--- src/rtl/ram_pkg.sv ---
// Shared types and sizing for the 32x4 dual-port RAM writer and reader/display side.
package ram_pkg;

  localparam int unsigned RAM_DATA_W = 4;
  localparam int unsigned RAM_ADDR_W = 5;
  localparam int unsigned RAM_DEPTH  = 32;

  typedef enum logic [1:0] {
    ST_IDLE,
    ST_CLEAR,
    ST_STREAM,
    ST_DONE
  } ram_wr_state_t;

endpackage

--- src/rtl/ram_stream_writer_addr_counter.sv ---
// Write-address counter: async active-low reset, sync clear, increment enable,
// terminal-count flag on the last RAM address.
module addr_counter #(
  parameter int unsigned ADDR_W = 5
) (
  input  logic              clk,
  input  logic              reset_n,
  input  logic              clr,
  input  logic              inc,
  output logic [ADDR_W-1:0] count,
  output logic              tc
);

  always_ff @(posedge clk or negedge reset_n) begin
    if (!reset_n) begin
      count <= '0;
    end else if (clr) begin
      count <= '0;
    end else if (inc) begin
      count <= count + 1'b1;
    end
  end

  assign tc = (count == '1);

endmodule

--- src/rtl/ram_stream_writer.sv ---
// RAM write-side sequencer: streams handshaked words or a constant fill into the
// ram32x4 write port with auto-incrementing addresses.
module ram_stream_writer
  import ram_pkg::*;
#(
  parameter int unsigned DATA_W = RAM_DATA_W,
  parameter int unsigned ADDR_W = RAM_ADDR_W
) (
  input  logic              clk,
  input  logic              reset_n,
  input  logic              start,
  input  logic              clear_mode,
  input  logic [DATA_W-1:0] clear_value,
  input  logic              abort,
  input  logic [DATA_W-1:0] in_data,
  input  logic              in_valid,
  output logic              in_ready,
  output logic              wren,
  output logic [ADDR_W-1:0] wraddress,
  output logic [DATA_W-1:0] wdata,
  output logic              busy,
  output logic              done,
  output logic [ADDR_W:0]   words_written
);

  localparam logic [ADDR_W:0] FULL_CNT = {1'b1, {ADDR_W{1'b0}}};

  ram_wr_state_t     state;
  logic [DATA_W-1:0] clear_lat;
  logic [ADDR_W-1:0] cnt;
  logic              cnt_tc;
  logic              step;
  logic              cnt_clr;
  logic [DATA_W-1:0] wsel;

  // A write step ignores abort so a write registered at the abort edge still issues.
  always_comb begin
    step    = 1'b0;
    cnt_clr = 1'b0;
    wsel    = in_data;
    case (state)
      ST_CLEAR: begin
        step = 1'b1;
        wsel = clear_lat;
      end
      ST_STREAM: step    = in_valid;
      ST_IDLE:   cnt_clr = start && !abort;
      default:   step    = 1'b0;
    endcase
  end

  addr_counter #(.ADDR_W(ADDR_W)) u_addr_counter (
    .clk     (clk),
    .reset_n (reset_n),
    .clr     (cnt_clr),
    .inc     (step),
    .count   (cnt),
    .tc      (cnt_tc)
  );

  always_ff @(posedge clk or negedge reset_n) begin
    if (!reset_n) begin
      state         <= ST_IDLE;
      wren          <= 1'b0;
      wraddress     <= '0;
      wdata         <= '0;
      words_written <= '0;
      clear_lat     <= '0;
    end else begin
      wren <= step;
      if (step) begin
        wraddress <= cnt;
        wdata     <= wsel;
        if (words_written != FULL_CNT) begin
          words_written <= words_written + 1'b1;
        end
      end
      unique case (state)
        ST_IDLE: begin
          if (start && !abort) begin
            words_written <= '0;
            clear_lat     <= clear_value;
            state         <= clear_mode ? ST_CLEAR : ST_STREAM;
          end
        end
        ST_CLEAR: begin
          if (abort)       state <= ST_IDLE;
          else if (cnt_tc) state <= ST_DONE;
        end
        ST_STREAM: begin
          if (abort)                   state <= ST_IDLE;
          else if (in_valid && cnt_tc) state <= ST_DONE;
        end
        ST_DONE: state <= ST_IDLE;
        default: state <= ST_IDLE;
      endcase
    end
  end

  assign in_ready = (state == ST_STREAM);
  assign busy     = (state == ST_CLEAR) || (state == ST_STREAM);
  assign done     = (state == ST_DONE);

endmodule

--- config.mk ---
export PLATFORM = sky130hd
export DESIGN_NAME = ram_stream_writer
export DESIGN_NICKNAME = d
export VERILOG_FILES = /design/src/rtl/ram_pkg.sv /design/src/rtl/ram_stream_writer_addr_counter.sv /design/src/rtl/ram_stream_writer.sv
export SDC_FILE = /design/constraint.sdc
export NUM_CORES = 1
export LEC_CHECK = 0
export ABC_AREA = 0
export CAP_MARGIN = 20
export CORE_AREA = 2 2 57 59
export CTS_CLUSTER_DIAMETER = 80
export DETAILED_ROUTE_END_ITERATION = 7
export DIE_AREA = 0 0 59 61
export PLACE_DENSITY = 0.78
export SLEW_MARGIN = 20
export SYNTH_ARGS = -nofsm -noshare
export SYNTH_HDL_FRONTEND = slang
export SYNTH_SLANG_ARGS = --single-unit
--- constraint.sdc ---
create_clock -name clk -period 1.87 [get_ports clk]
set_input_delay 0.374 -clock clk [delete_from_list [all_inputs] [get_ports clk]]
set_output_delay 0.374 -clock clk [all_outputs]
set_load 0.05 [all_outputs]
## Word-level counts from Yosys, hierarchy flattened

Index checks and enable logic that the tools add are counted.

| cells by class | value |
|---|---|
| mux-type cells | 16 |
| add/subtract/negate cells | 2 |
| eq/ne operators | 8 |
| reductions and logical operators | 8 |

Operators with widths:

| operator | number |
|---|---|
| $mux 6 | 4 |
| $mux 2 | 6 |
| $mux 5 | 2 |
| $pmux 2 s4 | 1 |
| $add 6x1->6 const B | 1 |
| $ne 6x6->1 const B | 1 |
| $add 5x1->5 const B | 1 |
| $eq 5x5->1 const B | 1 |
| $eq 2x2->1 const B | 2 |
| $mux 4 | 1 |
| $ne 3x2->1 const B | 1 |
| $ne 3x3->1 const B | 1 |
| $reduce_and 3->1 | 1 |
| $eq 2x1->1 const B | 1 |
| $logic_and 1x1->1 | 2 |
| $logic_not 2->1 | 1 |
| $ne 2x2->1 const B | 1 |
| $pmux 1 s2 | 1 |
| $reduce_and 2->1 | 1 |
| $reduce_bool 2->1 | 1 |
| $logic_not 1->1 | 1 |
| $logic_or 1x1->1 | 1 |
| $mux 1 | 1 |

| word-level totals | value |
|---|---|
| register bits | 27 |
| word-level logic and storage cells | 41 |
| output and inout bits | 19 |

## Longest topological paths before layout

| logic depth | value |
|---|---|
| depth in word-level cells | 5 |
| mapped depth | 7 |

## Hierarchy

Synthesis repeated with hierarchy kept, for this count alone.

| unflattened totals | value |
|---|---|
| cells, all modules | 129 |
| area total of the unflattened synthesis | 1382.6 µm² |

By module, submodules not included:

| module | instances | area an instance (µm²) | cells an instance |
|---|---|---|---|
| ram_stream_writer | 1 | 1106.1 | 107 |
| addr_counter | 1 | 276.5 | 22 |

## Worst setup path after synthesis

No wires, ideal clock.

| timing | value |
|---|---|
| kind | reg2reg |
| from | register state[0] |
| to | register words_written[5] |
| stages on the path, launching flop included | 7 |
| data arrival time | 1.921 ns |
| slack | -0.129 ns |
| required time | 1.792 ns |
| buffers on the path | 1 |
| cell sequence | dfrtp_1 > inv_1 > ha_1 > buf_6 > nand4_4 > or4_1 > a21oi_1 |

| between the ends | value |
|---|---|
| cells in the longest elaborated chain, start to end | 5 |
| elaborated cells between the ends (all ways) | 7 |
| those cells by class | eq/ne (2); mux (4); reduce/logical (1) |

Ends and longest elaborated chain:

| item | line | source |
|---|---|---|
| start: declaration | ram_stream_writer.sv:28 | `ram_wr_state_t state;` |
| start signal: assignment | ram_stream_writer.sv:83 | `state <= clear_mode ? ST_CLEAR : ST_STREAM;` |
| $eq 2x2->1 / $eq 2x1->1 (equally long branches) | ram_stream_writer.sv:41 | `case (state)` |
| $pmux 1 s2 | ram_stream_writer.sv:41 |  |
| $mux 6 | ram_stream_writer.sv:71 | `if (step) begin` |
| $mux 6 | ram_stream_writer.sv:80 | `if (start && !abort) begin` |
| $mux 6 * | ram_stream_writer.sv:78 | `unique case (state)` |
| end signal: assignment | ram_stream_writer.sv:75 | `words_written <= words_written + 1'b1;` |
| end: declaration | ram_stream_writer.sv:23 | `output logic [ADDR_W:0] words_written` |

Mark *: on every way between the ends. The rest lies on a longest branch, timed or not.
A chain may end at the register's enable or synchronous reset.

## Worst setup path in the final report

| timing | value |
|---|---|
| from | register state[1] |
| to | output busy |

| between the ends | value |
|---|---|
| cells in the longest elaborated chain, start to end | 2 |
| elaborated cells between the ends (all ways) | 3 |
| those cells by class | eq/ne (2); reduce/logical (1) |

Ends and longest elaborated chain:

| item | line | source |
|---|---|---|
| $eq 2x1->1 / $eq 2x2->1 (equally long branches) | ram_stream_writer.sv:101 | `assign busy = (state == ST_CLEAR) \|\| (state == ST_STREAM);` |
| $logic_or 1x1->1 * | ram_stream_writer.sv:101 |  |
| end: declaration | ram_stream_writer.sv:21 | `output logic busy,` |

Marked as above.

==> results.md <==
* Outcome: completed
* Hold buffer count at cts at 0
* Pins Over Slew Limit at 0
* First-pass GRT wire length at around 5000 µm
* Die width at 59 µm
* Logic pwr share at 60.5%
* Number of global-route vias before repair at roughly 1100
* Worst slew pin tran at between 0.5 and 0.6 ns
* Final hold vios at 0
* Reg2Reg Depth at 5
* Post-DP HPWL at 2400 µm
* Largest net degree at the start of global routing at 28
* Synth Area in Compound Gates at 14.3%
* Ant diodes at 0
* Top-Level Pins at 33
* Setup-failing EPs final at 0
* Root Buffer Master: clkbuf_4
* Flop pwr share at just over 30%
* Worst-path cell chain: inv_1 > ha_4 > buf_12
* Final hold slack at about 0.39 ns
* Required @ worst endpoint at ~1.5 ns
* Setup CP Type: flip-flop to output port
* Total leakage power at between 0.0009 and 0.001 µW
* Slowest CP cell: dfrtp_1
* Routed WL at roughly 3100 µm
* R2R Path End: words_written[5]
* Depth of the CTS H-tree at 1
* Clk pwr share at 8.4%
* Syn_area_per_cell at about 10 µm²
* FMAX at ~550 MHz
* Period utilisation layout at between 90% and 100%
* Top delay family on crit path: flip-flops
* Post-Synthesis Cell Area at 1420 µm²
* Pwr dens at between 1500 and 2000 nW/µm²
* Vias per cell at between 5 and 6
* I/O Buffers at 32
* Crit path depth at 3
* Final design utilization at between 60% and 70%
* Sequential cell area fraction in the yosys report at between 40% and 50%
* Post-Synth XOR/XNOR Area at 0%
* Nets@finish at ~200
* Share of layout cells above drive strength 1 at between 20% and 30%
* Synth cell types at 32
* Drt drc at 0
* Simple-Gate Fraction of Synth Area at 15.7%
* Worst skew pair latency at roughly 0.33 ns
* Congestion Overflow GR at 0
* Die area at approximately 3600 µm²
* Most used DFF post-synth: dfrtp_1
* Synthesized Nets at roughly 160
* Initial antenna violation count at 0
* Combinational family with the most area after synthesis: simple AND/OR/NAND/NOR gates
* Vias post-DR at around 1200
* CP startpoint kind: flip-flop
* Synth warnings at 0
* Async SR Flop Fraction at 100%
* CTS Buffer Depth at 2
* Worst rel slew slack at about two thirds
* Initial core utilization at approximately 48%
* M2 GR Usage at between 30% and 40%
* Met3 usage at under 10%
* Sw frac at 48.1%
* GRT Util Overall at 18.9%
* NetSw at approximately 1500 µW
* Peak VDD IR at roughly 0.00076 V
* Layout Skew at between 0.008 and 0.009 ns
* Routability cong. at 0.769
* Post-synthesis mux area share at around a tenth
* WP data arrival at 1.44 ns
* Syn Inst Count at 136
* Core ar. at 2950 µm²
* Critical Path Fanout Max at 11
* Placement Rows at 20
* Slowest stage delay, CP at between 0.4 and 0.5 ns
* CP endpoint kind: output port
* Synth Register Bits at 27
* CTS Sinks at 27
* # Post-CTS Setup Buffers at 0
* Worst Path Buf+Inv at 2
* Internal power at approximately 1600 µW
* Post-synth EDFFs at 0
* Die height at just over 60 µm
* Max_cap viols at 0
* DR WL/cell at 15.2 µm
* Unrepaired setup endpoints after global routing: yes
* DR iter-0 viols at ~60
* R2r setup slk at roughly 0.080 ns
* CTS tree: yes
* Worst min path class: input pin to async pin
* Tmin final at between 1.5 and 2 ns
* Synth Area in Adders at about 7.9%
* Pre-antenna DRT Iters at 4
* Total CTS buffers at 3
* GR peak layer: met2
* Area delta synth->final at 29.4%
* R2r startpoint: state[1]
* Met1 Use GR at 24.0%
* Worst-path clk slew at between 0.1 and 0.15 ns
* Antenna-violating nets left at 0
## cells in the mapped netlist, types with 2 or more instances
library cell | count | area (µm²)
mux2i_1 | 8 | 80.1
nand2b_1 | 3 | 18.8
dfrtp_1 | 27 | 676
mux2_2 | 5 | 56.3
nand2_1 | 19 | 71.3
a21oi_1 | 9 | 45.0
clkbuf_1 | 3 | 11.3
buf_6 | 2 | 22.5
nand3_1 | 5 | 25.0
inv_1 | 8 | 30.0
o21ai_0 | 14 | 70.1
o31ai_1 | 3 | 22.5
ha_1 | 9 | 113
or4_1 | 3 | 22.5
## area by class of cell
cell class                      count  area [µm²]
Fill cell                         247        1110
Timing Repair Buffer               39         358
Multi-Input combinational cell     95         708
Sequential cell                    27         676
Tap cell                           33        41.3
Inverter                            8        30.0
Clock buffer                        4        26.3
## cells in the final DEF (no fill, tap or decap), types with 5 or more instances in the layout
cell type        Yosys  layout
nand2_1             19      19
inv_1                8       7
a21oi_1              9       9
dfrtp_1             27      27
mux2i_1              8       8
ha_1                 9       6
mux2_2               5       5
o21ai_0             14      14
nand3_1              5       5
clkdlybuf4s50_1      0      13
buf_4                1      21
## logic make-up after synthesis
logic type | Yosys count
AND/OR/NAND/NOR | 40
AO/OA/AOI/OAI | 33
flip-flops | 27
buffers and inverters | 14
multiplexers | 13
adder cells (fa/ha/maj) | 9
## worst register-to-register path, delay by kind of cell, from the launching register on
family / cells / cell delay (ns)
and+or+nand+nor: 2 / 0.63
AOI/OAI and AO/OA: 1 / 0.15
adders and majority gates: 1 / 0.38
DFF: 1 / 0.44
buffers and inverters: 1 / 0.13
## routing by layer
layer / vias to the layer above / wire, µm
li1: 555 / -
met1: 570 / 1320
met2: 36 / 1620
met3: 3 / 156
met4: 0 / 32
met5: - / 0
## power groups by stage
stage                     Sequential (µW)  Combinational, µW  Clock, µW
final                                 937               1830        253
after global routing                  964               1960        285
after CTS                             934               1800        258
after detailed placement              944               1810          0
after global placement                934               1780          0
after floorplan                      1240                968          0
## stage by stage
step                      setup WS (ns)  setup TNS (ns)  power [µW]  std cells  area [µm²]
final                            0.0576               0        3020        206        1840
after global routing           -0.00856         -0.0101        3210        206        1840
after CTS                        0.0151               0        2990        206        1820
after detailed placement         0.0367               0        2760        202        1790
after global placement           0.0813               0        2710        202        1790
after floorplan                  0.0979               0        2210        136        1440
## registers in the layout (all words and copies together), names as in the netlist
signal / count
wren: 1
state: 2
words_written: 6
u_addr_counter.count: 5
clear_lat: 4
wdata: 4
wraddress: 5
## timing repair
action,in CTS,in global routing
setup endpoints to repair,2,4
pin swaps,0,0
resized for setup,2,5
## how the worst max path moves through the flow
stage                     startpoint          endpoint  slack [ns]
after floorplan             state[0]  words_written[5]         0.1
after global placement         abort          state[1]        0.08
after detailed placement       abort          state[0]        0.04
after CTS                       wren              wren        0.02
after global routing        state[1]              busy      -0.009
final                       state[1]              busy        0.06
No activity file was read; power rests on OpenSTA's default activity.
